`src/rtl/pc_sequencer_pkg.sv`:
```
// rtl/pc_sequencer_pkg.sv - shared state encoding and defaults for the PC sequencer
package pc_sequencer_pkg;

   localparam int ADDR_W_DEF = 12;

   // 2'd3 is never entered on purpose; the sequencer treats it as BOOT
   typedef enum logic [1:0] {
      ST_BOOT = 2'd0,
      ST_RUN  = 2'd1,
      ST_HALT = 2'd2
   } state_t;

endpackage

```
`src/rtl/pc_sequencer_ret_stack.sv`:
```
// rtl/pc_sequencer_ret_stack.sv - synchronous return-address LIFO
module ret_stack #(
   parameter int DEPTH = 4,
   parameter int W     = 12
) (
   input  logic                   iCLK,
   input  logic                   iRST_N,
   input  logic                   push,
   input  logic                   pop,
   input  logic [W-1:0]           din,
   output logic [W-1:0]           dout,
   output logic [$clog2(DEPTH):0] count,
   output logic                   full,
   output logic                   empty
);

   localparam int IW = $clog2(DEPTH);
   localparam int CW = IW + 1;

   logic [W-1:0]  mem [DEPTH];
   logic [IW-1:0] top_idx;

   assign top_idx = IW'(count - CW'(1));
   assign dout    = mem[top_idx];
   assign full    = (count == CW'(DEPTH));
   assign empty   = (count == '0);

   // contents are don't-care after reset, so only the occupancy is cleared
   always_ff @(posedge iCLK) begin
      if (iRST_N && push && !full)
         mem[count[IW-1:0]] <= din;
   end

   always_ff @(posedge iCLK) begin
      if (!iRST_N)
         count <= '0;
      else if (push && !full)
         count <= count + CW'(1);
      else if (pop && !empty)
         count <= count - CW'(1);
   end

endmodule

```
`src/rtl/pc_sequencer.sv`:
```
// rtl/pc_sequencer.sv - next-address stage feeding fetch: increment, jump, call/return, halt
module pc_sequencer
   import pc_sequencer_pkg::*;
#(
   parameter int               ADDR_W     = ADDR_W_DEF,
   parameter int               DEPTH      = 4,
   parameter logic [ADDR_W-1:0] RESET_ADDR = '0
) (
   input  logic                   iCLK,
   input  logic                   iRST_N,
   input  logic                   iADV,
   input  logic                   iJUMP,
   input  logic                   iCALL,
   input  logic                   iRET,
   input  logic [ADDR_W-1:0]      iTARGET,
   input  logic                   iHALT,
   input  logic                   iRESUME,
   output logic [ADDR_W-1:0]      oADDR,
   output logic                   oFETCH_EN,
   output logic [$clog2(DEPTH):0] oSP,
   output logic                   oERR
);

   state_t                   state;
   logic                     go;
   logic                     push;
   logic                     pop;
   logic                     full;
   logic                     empty;
   logic [ADDR_W-1:0]        tos;
   logic [ADDR_W-1:0]        ret_addr;

   assign go       = (state == ST_RUN) && !iHALT && iADV;
   assign push     = go && !iRET && iCALL && !full;
   assign pop      = go && iRET && !empty;
   assign ret_addr = oADDR + ADDR_W'(1);

   ret_stack #(.DEPTH(DEPTH), .W(ADDR_W)) u_stack (
      .iCLK   (iCLK),
      .iRST_N (iRST_N),
      .push   (push),
      .pop    (pop),
      .din    (ret_addr),
      .dout   (tos),
      .count  (oSP),
      .full   (full),
      .empty  (empty)
   );

   // oFETCH_EN is registered alongside state so it is 1 exactly while in RUN
   always_ff @(posedge iCLK) begin
      if (!iRST_N) begin
         state     <= ST_BOOT;
         oADDR     <= RESET_ADDR;
         oFETCH_EN <= 1'b0;
         oERR      <= 1'b0;
      end else begin
         case (state)
            ST_BOOT: begin
               state     <= ST_RUN;
               oFETCH_EN <= 1'b1;
            end
            ST_RUN: begin
               if (iHALT) begin
                  state     <= ST_HALT;
                  oFETCH_EN <= 1'b0;
               end else if (iADV) begin
                  if (iRET) begin
                     if (empty) begin
                        oERR      <= 1'b1;
                        state     <= ST_HALT;
                        oFETCH_EN <= 1'b0;
                     end else begin
                        oADDR <= tos;
                     end
                  end else if (iCALL) begin
                     if (full) begin
                        oERR      <= 1'b1;
                        state     <= ST_HALT;
                        oFETCH_EN <= 1'b0;
                     end else begin
                        oADDR <= iTARGET;
                     end
                  end else if (iJUMP) begin
                     oADDR <= iTARGET;
                  end else begin
                     oADDR <= ret_addr;
                  end
               end
            end
            ST_HALT: begin
               if (iRESUME) begin
                  state     <= ST_RUN;
                  oFETCH_EN <= 1'b1;
               end
            end
            default: begin
               state     <= ST_BOOT;
               oFETCH_EN <= 1'b0;
            end
         endcase
      end
   end

endmodule

```
`config.mk`:
```
export PLATFORM = sky130hd
export DESIGN_NAME = pc_sequencer
export DESIGN_NICKNAME = d
export VERILOG_FILES = /design/src/rtl/pc_sequencer_pkg.sv /design/src/rtl/pc_sequencer_ret_stack.sv /design/src/rtl/pc_sequencer.sv
export SDC_FILE = /design/constraint.sdc
export NUM_CORES = 1
export LEC_CHECK = 0
export CAP_MARGIN = 40
export CORE_MARGIN = 10
export CORE_UTILIZATION = 60
export DETAILED_ROUTE_END_ITERATION = 8
export PLACE_DENSITY_LB_ADDON = 0.05
export REMOVE_ABC_BUFFERS = 1
export SKIP_LAST_GASP = 1
export SYNTH_ARGS = -nofsm -noshare
export SYNTH_HDL_FRONTEND = slang
export SYNTH_HIERARCHICAL = 1
export SYNTH_SLANG_ARGS = --single-unit
```
`constraint.sdc`:
```
create_clock -name iCLK -period 7.5 [get_ports iCLK]
set_input_delay 1.125 -clock iCLK [delete_from_list [all_inputs] [get_ports iCLK]]
set_output_delay 1.125 -clock iCLK [all_outputs]
set_load 0.05 [all_outputs]
```
==> flow_summary_export.csv, run 1 <==
group,metric,value,unit
die,die_h,93.9,microns
cts,cts_tree,"built",
synthesis,yosysMostFrequentCell,"edfxtp_1",
global_route,antenna_found_initial,0,
die,initial_core_util,62.9,%
drt,vias_per_cell,6.53,
placement,placed_area,3640,sq um
worst_setup_path,crit_fanout,23,
synthesis,ys_seq_area_share,55.6,%
sta,worst_slack,4080,ps
worst_setup_path,cp-end-kind,"flip-flop",
die,fp-row-count,26,
cts,clk_path_buf_depth,2,
synthesis,synth_warnings,6,
layout,area_growth,18.0,%
global_route,grt_overflow_total,0,
sta,fin_crit,3420,ps
die,fp.dieW,93.9,microns
placement,place_ws,3760,ps
synthesis,yosys-top-cells-count,"48 x edfxtp_1, 19 x dfxtp_1, 16 x nand2_1",
drt,routedWlPerCell,20.9,microns
die,die-area,8810,sq um
synthesis,synth_edf_count,48,
worst_setup_path,critPathMaxStageDelay,810,ps
sta,hold_viol_final,0,
drt,drtPass1Iterations,5,
cts,post_cts_buffers,0,
min_path,hp-start,"oERR",
worst_setup_path,path_buf_inv,1,
synthesis,async_flop_share,0,%
worst_setup_path,crit_family,"simple AND/OR/NAND/NOR gates",
synthesis,ys.flop_type,"edfxtp_1",
run_status,status,"complete, no violations",
drt,drtIter0Drc,270,
worst_setup_path,arrival,3440,ps
die,core-area,5200,sq um
synthesis,syn_area_per_cell,12.6,sq um
synthesis,synth_top_area_cell,"edfxtp_1",
cts,post_cts_resized,0,
synthesis,ys_ff_latch,67,
synthesis,ys_top_cells_by_area,"edfxtp_1 44%, dfxtp_1 12%, mux4_2 8.3%",
sta,slew_headroom,47.3,%
global_route,grt_pass1_vias,2376,
layout,layout.nets,319,
synthesis,synth_top_area_share,44.0,%
cts,clk_latency,350,ps
drt,drt.antenna.violating_nets,0,
power,power,0.794,mW
cts,clkTransAtPathRegs,80,ps
sta,setup_viol,0,
placement,portBuffers,36,
sta,finalSetupTns,0,ps
cts,holdBufCountCts,0,
cts,htree_levels,3,
sta,max_freq,0.292,GHz
flow_run,max-cap-violations,0,
worst_setup_path,required,7520,ps
power,p_per_area,205,nW/um^2
min_path,hp-class,"flip-flop to flip-flop",
sta,clock_skew,7.59,ps
layout,design_area,3860,sq um
drt,finalWirelength,7680,microns
global_route,grt_first_pass_wirelength,12500,microns
layout,drive_above_1_share,14.1,%
placement,gp_congestion,0.881,
placement,hpwl,5540,microns
worst_setup_path,cp-start-kind,"primary input",
sta,grt_setup_unrepaired,"no",
worst_setup_path,cpMaxStageDelayCell,"clkdlybuf4s50_1",
worst_setup_path,r2r_start,"u_stack/count[0]",
die,ioPinCount,37,
cts,numCtsBuffers,9,
synthesis,syn_area,3270,sq um
worst_setup_path,path_class,"primary input to flip-flop",
drt,vias,2395,
drt,drc_errors,0,
synthesis,ys_types,57,
sta,maxSlewViolCount,0,
global_route,grt_usage,18.3,%
cts,cts_sinks,67,
cts,cts-root-buf,"clkbuf_8",
sta,period_share,45.6,%
power,peakVddDrop,0.225,mV
sta,whs,444,ps
power,leakage,1.26,nW
worst_setup_path,timing.critical_path.from,"iRET",
layout,diodes,0,
sta,worstMarginPinSlew,788,ps
global_route,grt_max_degree,24,
worst_setup_path,cp_cell_sequence,"clkdlybuf4s50_1 -> nor4b_1 -> a21boi_2 -> and3_2",
synthesis,synthCells,260,
power breakdown:
group	total, mW	switching, mW	leakage [nW]	internal, mW
combinational	0.0574	0.0318	0.554	0.0255
clock	0.335	0.145	0.114	0.190
sequential	0.402	0.00531	0.594	0.397
final cells by class:
type                            count  area [sq um]
Sequential cell                    67          1820
Clock inverter                      7           100
Multi-Input combinational cell    167          1320
Timing Repair Buffer               37           375
Inverter                           10          37.5
Tap cell                           70          87.6
Fill cell                         343          1340
Clock buffer                        9           124
logic make-up after synthesis:
| family | synth area share, % |
|---|---|
| AND/OR/NAND/NOR | 13.5 |
| multiplexers | 8.90 |
| flip-flops | 55.6 |
| buffers and inverters | 4.09 |
| AO/OA/AOI/OAI | 12.8 |
| adder cells (fa/ha/maj) | 2.67 |
| XOR/XNOR | 2.41 |
cells in the final DEF (no fill, tap or decap), types with 3 or more instances in the layout:
cell	count
nand2b_1	3
dfxtp_1	19
clkdlybuf4s50_1	36
mux4_2	12
inv_1	10
or3_1	6
o21a_1	3
o211ai_1	3
clkbuf_8	9
nand4_1	3
nor2_1	7
o22ai_1	3
xnor2_1	7
ha_1	7
nand2_1	16
and3_2	5
a21oi_1	15
o21ai_0	15
nor2b_1	3
nand3_1	7
edfxtp_1	48
nor3_1	7
metrics by stage:
step / utilization, % / cells
3_5_place_dp: 70.0 / 351
6_report: 74.3 / 367
3_3_place_gp: 69.7 / 350
5_1_grt: 74.3 / 367
4_1_cts: 74.3 / 367
2_1_floorplan: - / 244
layer usage:
metal	up-vias	global-route usage (%)	part of all wire, %	routed length (microns)
li1	1075	-	-	-
met5	-	0	0	0
met1	1163	25.0	44	3370
met4	0	10.0	3.0	228
met3	23	4.00	9.3	717
met2	134	26.2	44	3370
worst reg2reg max path, cell delays in order (launching register included):
cell and delay (ps):
dfxtp_1 470, buf_8 230, inv_1 100, ha_1 240
and2_2 200, nor4b_1 360, a21boi_2 490, and3_2 460
sequential cells by signal, indices dropped and copies added (netlist names):
register       count
oADDR             12
oERR               1
oFETCH_EN          1
state              2
u_stack/count      3
u_stack/mem       48
path summary, 6_finish.rpt:
kind	endpoint	slack (ps)	cells after the start
max	u_stack/mem[2][7]	4080	4
min	oERR	440	2
max reg2reg	u_stack/mem[2][7]	4620	7
min reg2reg	oERR	440	2
Power figures use the tool's default switching activity.
==> run 2: changes to the inputs <==
--- a/config.mk
+++ b/config.mk
@@ -7,7 +7,7 @@
 export LEC_CHECK = 0
 export CAP_MARGIN = 40
 export CORE_MARGIN = 10
-export CORE_UTILIZATION = 60
+export CORE_UTILIZATION = 50
 export DETAILED_ROUTE_END_ITERATION = 8
 export PLACE_DENSITY_LB_ADDON = 0.05
 export REMOVE_ABC_BUFFERS = 1
==> constraint.sdc (replaced) <==
create_clock -name iCLK -period 2.8 [get_ports iCLK]
set_input_delay 0.42 -clock iCLK [delete_from_list [all_inputs] [get_ports iCLK]]
set_output_delay 0.42 -clock iCLK [all_outputs]
set_load 0.05 [all_outputs]
==> run 2 against run 1 <==
  * Register-to-register slack got worse by 4200 ps
  * Design area is 0.62% higher
  * Sequential power rose to 2.7 times the previous value
  * Non-clock buffer count increased by 7
  * Worst hold slack better by 11 ps
  * Clock power up 130%
  * Die area rose by 16%
  * Global-route usage down 2.2 points
  * Wire length is 3.8% higher
  * First-iteration DRC count is 40% lower
  * Largest power group unchanged
  * Final cell count up 3.8%
  * Core utilization fell by 13 points
==> flow_summary_export.csv, run 2 (same netlist as run 1, synthesis figures left out) <==
group,metric,value,unit
global_route,grt_usage,16.1,%
placement,dp.cells,365,
cts,post_cts_buffers,0,
sta,whs,455,ps
worst_setup_path,required,2810,ps
die,fp-row-count,29,
layout,area_growth,18.8,%
global_route,grt_first_pass_wirelength,12600,microns
power,p_per_area,520,nW/um^2
layout,drive_above_1_share,15.8,%
cts,post_cts_resized,0,
power,seq_power_share,53.2,%
die,ioPinCount,37,
layout,fillerInstances,489,
run_status,status,"complete, no violations",
cts,holdBufCountCts,0,
layout,layout_common_cells,"48 x edfxtp_1, 36 x clkdlybuf4s50_1, 19 x dfxtp_1",
drt,vias_per_cell,6.06,
drt,drc_errors,0,
placement,hpwl,5690,microns
worst_setup_path,r2r_start,"u_stack/count[1]",
global_route,grt_max_degree,23,
global_route,antenna_found_initial,0,
power,combinationalPowerShare,7.9,%
cts,cts_tree,"built",
sta,hold_viol_final,0,
cts,cts_sinks,67,
cts,cts-root-buf,"clkbuf_8",
placement,portBuffers,36,
min_path,hp-class,"flip-flop to flip-flop",
worst_setup_path,path_class,"flip-flop to flip-flop",
cts,clkTransAtPathRegs,80,ps
cts,numCtsBuffers,9,
layout,largest_register_ffs,48,
sta,worst_slack,400,ps
drt,dr_wl_met3,668,microns
worst_setup_path,cp-end-kind,"flip-flop",
layout,register_area,1820,sq um
power,power,2.02,mW
drt,finalWirelength,7970,microns
sta,maxSlewViolCount,0,
placement,place_ws,233,ps
layout,mostFrequentLayoutCell,"edfxtp_1",
min_path,hp-start,"oERR",
layout,design_area,3890,sq um
sta,worstMarginPinSlew,657,ps
die,core-area,6350,sq um
worst_setup_path,timing.critical_path.from,"u_stack/count[1]",
sta,period_share,85.7,%
worst_setup_path,crit_fanout,12,
worst_setup_path,cp-start-kind,"flip-flop",
die,die-area,10200,sq um
sta,setup_viol,0,
flow_run,max-cap-violations,0,
drt,vias,2308,
drt,drt.antenna.violating_nets,0,
global_route,grt_overflow_total,0,
layout,fin_cells,381,
power,power_frac_clock,38.9,%
power,swShare,23.5,%
die,initial_core_util,51.6,%
power,peakVddDrop,0.448,mV
placement,placed_area,3690,sq um
cts,htree_levels,3,
drt,drtPass1Iterations,6,
power,switchingPower,0.476,mW
drt,routedWlPerCell,20.9,microns
sta,clock_skew,10.8,ps
worst_setup_path,arrival,2410,ps
cts,clk_latency,350,ps
power,leakage,1.27,nW
layout,layout.nets,326,
layout,multiInputGateArea,1320,sq um
power,internal-power,1.55,mW
drt,top_layer_used,"met4",
drt,drtIter0Drc,163,
cts,clk_path_buf_depth,2,
die,fp.dieW,101,microns
sta,slew_headroom,56.0,%
placement,gp_congestion,0.846,
die,die_h,101,microns
sta,fin_crit,2400,ps
drt,dr_wl_met2,3600,microns
global_route,grt_pass1_vias,2273,
drt,wl_met1,3550,microns
sta,grt_setup_unrepaired,"no",
layout,diodes,0,
sta,max_freq,0.417,GHz
## run 2: changes by cell type in the layout (fill, tap and decap cells not counted)
cell	change
bufinv_16	-1
clkinvlp_4	+3
buf_4	+8
inv_6	-2
clkinv_4	-1
clkbuf_1	+1
buf_8	-1
## run 2: path summary, 6_finish.rpt
path                            cells past startpoint                  to  slack (ps)
worst max-delay path                                6  u_stack/mem[0][10]         400
worst min-delay path                                2                oERR         460
worst max register to register                      6  u_stack/mem[0][10]         400
worst min register to register                      2                oERR         460
## run 2: power groups by stage
| stage | registers [mW] | logic, mW | clock network (mW) |
|---|---|---|---|
| CTS | 1.08 | 0.161 | 0.794 |
| global route | 1.08 | 0.173 | 0.838 |
| finish | 1.08 | 0.160 | 0.786 |
| global placement | 1.10 | 0.160 | 0 |
| detailed placement | 1.10 | 0.160 | 0 |
| floorplan | 1.12 | 0.0600 | 0 |
## run 2: critical path: stages (launching register included)
cell	delay, ps
dfxtp_1	390
inv_1	110
ha_1	220
and2_2	200
nor4b_1	380
a21boi_2	350
and3_2	430
## run 2: per-layer routing
| metal | vias to the layer above | global-route usage [%] |
|---|---|---|
| met4 | 0 | 6.32 |
| met3 | 15 | 4.87 |
| met5 | - | 0 |
| met2 | 115 | 23.9 |
| li1 | 1085 | - |
| met1 | 1093 | 21.4 |
## run 2: final cells by class
type / instances / area share [%]
Clock buffer: 10 / 3.28
Clock inverter: 6 / 1.71
Timing Repair Buffer: 44 / 10.8
Sequential cell: 67 / 46.8
Tap cell: 77 / 2.48
Multi-Input combinational cell: 167 / 33.9
Inverter: 10 / 0.965
## run 2: per-stage QoR
stage          util [%]  TNS (ps)
6_report           61.2         0
5_1_grt            61.2         0
4_1_cts            61.2         0
3_5_place_dp       58.2         0
3_3_place_gp       58.2         0
2_1_floorplan         -    -18240
==> run 3: changes to the inputs <==
--- a/config.mk
+++ b/config.mk
@@ -7,10 +7,11 @@
 export LEC_CHECK = 0
 export CAP_MARGIN = 40
 export CORE_MARGIN = 10
-export CORE_UTILIZATION = 50
+export CORE_UTILIZATION = 56
 export DETAILED_ROUTE_END_ITERATION = 8
 export PLACE_DENSITY_LB_ADDON = 0.05
 export REMOVE_ABC_BUFFERS = 1
+export SKIP_CTS_REPAIR_TIMING = 1
 export SKIP_LAST_GASP = 1
 export SYNTH_ARGS = -nofsm -noshare
 export SYNTH_HDL_FRONTEND = slang
==> constraint.sdc (replaced) <==
create_clock -name iCLK -period 2.7 [get_ports iCLK]
set_input_delay 0.405 -clock iCLK [delete_from_list [all_inputs] [get_ports iCLK]]
set_output_delay 0.405 -clock iCLK [all_outputs]
set_load 0.05 [all_outputs]
==> run 3 against run 2 <==
  * Final cell count shrank 0.79%
  * Worst hold slack worse by 0.71 ps
  * First-iteration DRC count grew 82%
  * Wire length fell by 2.2%
  * Core utilization up 8.7 points
  * Die area decreased by 8.6%
  * Combinational power rose by 6%
  * Sequential power increased by 4%
  * Critical path depth unchanged
  * Highest routed layer unchanged
==> flow_summary_export.csv, run 3 (same netlist as run 1, synthesis figures left out) <==
group,metric,value,unit
layout,design_area,3900,sq um
sta,slew_headroom,59.7,%
layout,drive_above_1_share,16.7,%
placement,placed_area,3700,sq um
cts,htree_levels,3,
worst_setup_path,crit_fanout,12,
die,fp.dieW,96.5,microns
die,core-area,5570,sq um
sta,worstMarginPinSlew,604,ps
global_route,grt_overflow_total,0,
layout,fin_util,70.0,%
cts,clkTransAtPathRegs,80,ps
power,swShare,24.2,%
global_route,grt_usage,17.8,%
layout,area_growth,19.1,%
sta,hold_viol_final,0,
sta,maxSlewViolCount,0,
die,die_h,96.5,microns
worst_setup_path,cpMaxStageDelayCell,"and3_2",
power,peakVddDrop,0.602,mV
sta,setup_viol,0,
die,initial_core_util,58.7,%
drt,vias_per_cell,6.29,
drt,drt.antenna.violating_nets,0,
worst_setup_path,cp-end-kind,"flip-flop",
power,seq_power_share,52.5,%
worst_setup_path,cp-start-kind,"flip-flop",
worst_setup_path,arrival,2430,ps
die,ioPinCount,37,
worst_setup_path,required,2720,ps
power,switchingPower,0.515,mW
placement,hpwl,5510,microns
sta,fin_crit,2410,ps
worst_setup_path,critPathMaxStageDelay,440,ps
global_route,grt_pass1_vias,2283,
worst_setup_path,cp_cell_sequence,"inv_1 -> ha_1 -> and2_2 -> nor4b_1 -> a21boi_2 -> and3_2",
global_route,grt_first_pass_wirelength,12500,microns
layout,fillerInstances,397,
cts,cts_tree,"built",
layout,largest_register_ffs,48,
cts,numCtsBuffers,9,
layout,register_area,1820,sq um
power,leakage,1.29,nW
placement,gp_congestion,0.847,
global_route,antenna_found_initial,0,
cts,cts_sinks,67,
power,internal-power,1.61,mW
layout,diodes,0,
drt,routedWlPerCell,20.6,microns
placement,portBuffers,36,
flow_run,max-cap-violations,0,
worst_setup_path,crit_family,"simple AND/OR/NAND/NOR gates",
global_route,grt_max_degree,23,
sta,grt_setup_unrepaired,"no",
drt,finalWirelength,7790,microns
layout,layout.nets,328,
layout,mostFrequentLayoutCell,"edfxtp_1",
drt,vias,2377,
power,combinationalPowerShare,7.9,%
sta,max_freq,0.415,GHz
drt,drtPass1Iterations,5,
power,p_per_area,545,nW/um^2
die,die-area,9310,sq um
cts,clk_latency,350,ps
die,fp-row-count,27,
power,power_frac_clock,39.6,%
drt,drtIter0Drc,297,
layout,multiInputGateArea,1320,sq um
drt,drc_errors,0,
worst_setup_path,path_buf_inv,1,
worst_setup_path,path_class,"flip-flop to flip-flop",
layout,layout_common_cells,"48 x edfxtp_1, 35 x clkdlybuf4s50_1, 19 x dfxtp_1",
run_status,status,"complete, no violations",
sta,period_share,89.3,%
cts,clk_path_buf_depth,2,
cts,cts-root-buf,"clkbuf_8",
min_path,hp-class,"flip-flop to flip-flop",
sta,clock_skew,11.5,ps
run 3: power groups by stage:
| stage | sequential (mW) | combinational [mW] | clock [mW] |
|---|---|---|---|
| floorplan | 1.16 | 0.0622 | 0 |
| global placement | 1.14 | 0.167 | 0 |
| detailed placement | 1.14 | 0.167 | 0 |
| CTS | 1.12 | 0.167 | 0.854 |
| global route | 1.12 | 0.181 | 0.898 |
| finish | 1.12 | 0.169 | 0.841 |
run 3: through the flow:
step                total power, mW  setup WS [ps]  hold slack, ps  std cells  setup TNS, ps
CTS                            2.14            259             454        378              0
detailed placement             1.31            130             442        362              0
global placement               1.31            170             435        362              0
floorplan                      1.22           -463             492        244         -24530
finish                         2.13            288             455        378              0
global route                   2.20            138             494        378              0
run 3: cell type report:
| type | instances | area share [%] |
|---|---|---|
| flip-flops and latches | 67 | 46.7 |
| multi-input cells | 167 | 33.8 |
| repair buffers | 46 | 11.1 |
| clock buffers | 9 | 3.18 |
| well taps | 72 | 2.31 |
| clock inverters | 7 | 1.92 |
| inverters | 10 | 0.962 |
run 3: routing by layer:
metal / vias to the layer above / wire, microns / GRT usage (%)
met3: 16 / 723 / 3.39
met4: 0 / 135 / 7.38
li1: 1092 / - / -
met2: 126 / 3500 / 27.3
met1: 1143 / 3430 / 24.3
met5: - / 0 / 0
run 3: path summary, 6_finish.rpt:
kind / to / cells after the start / startpoint / slack [ps]
setup / recovery: u_stack/mem[2][9] / 6 / u_stack/count[1] / 290
hold / removal: oERR / 2 / oERR / 450
setup reg to reg: u_stack/mem[2][9] / 6 / u_stack/count[1] / 290
hold reg to reg: oERR / 2 / oERR / 450
run 3: tightest hold or removal path: cells and delay by family (launching register included):
family | cells | cell delay [ps]
buffers and inverters | 1 | 50
flip-flops | 1 | 320
AO/OA/AOI/OAI | 1 | 50
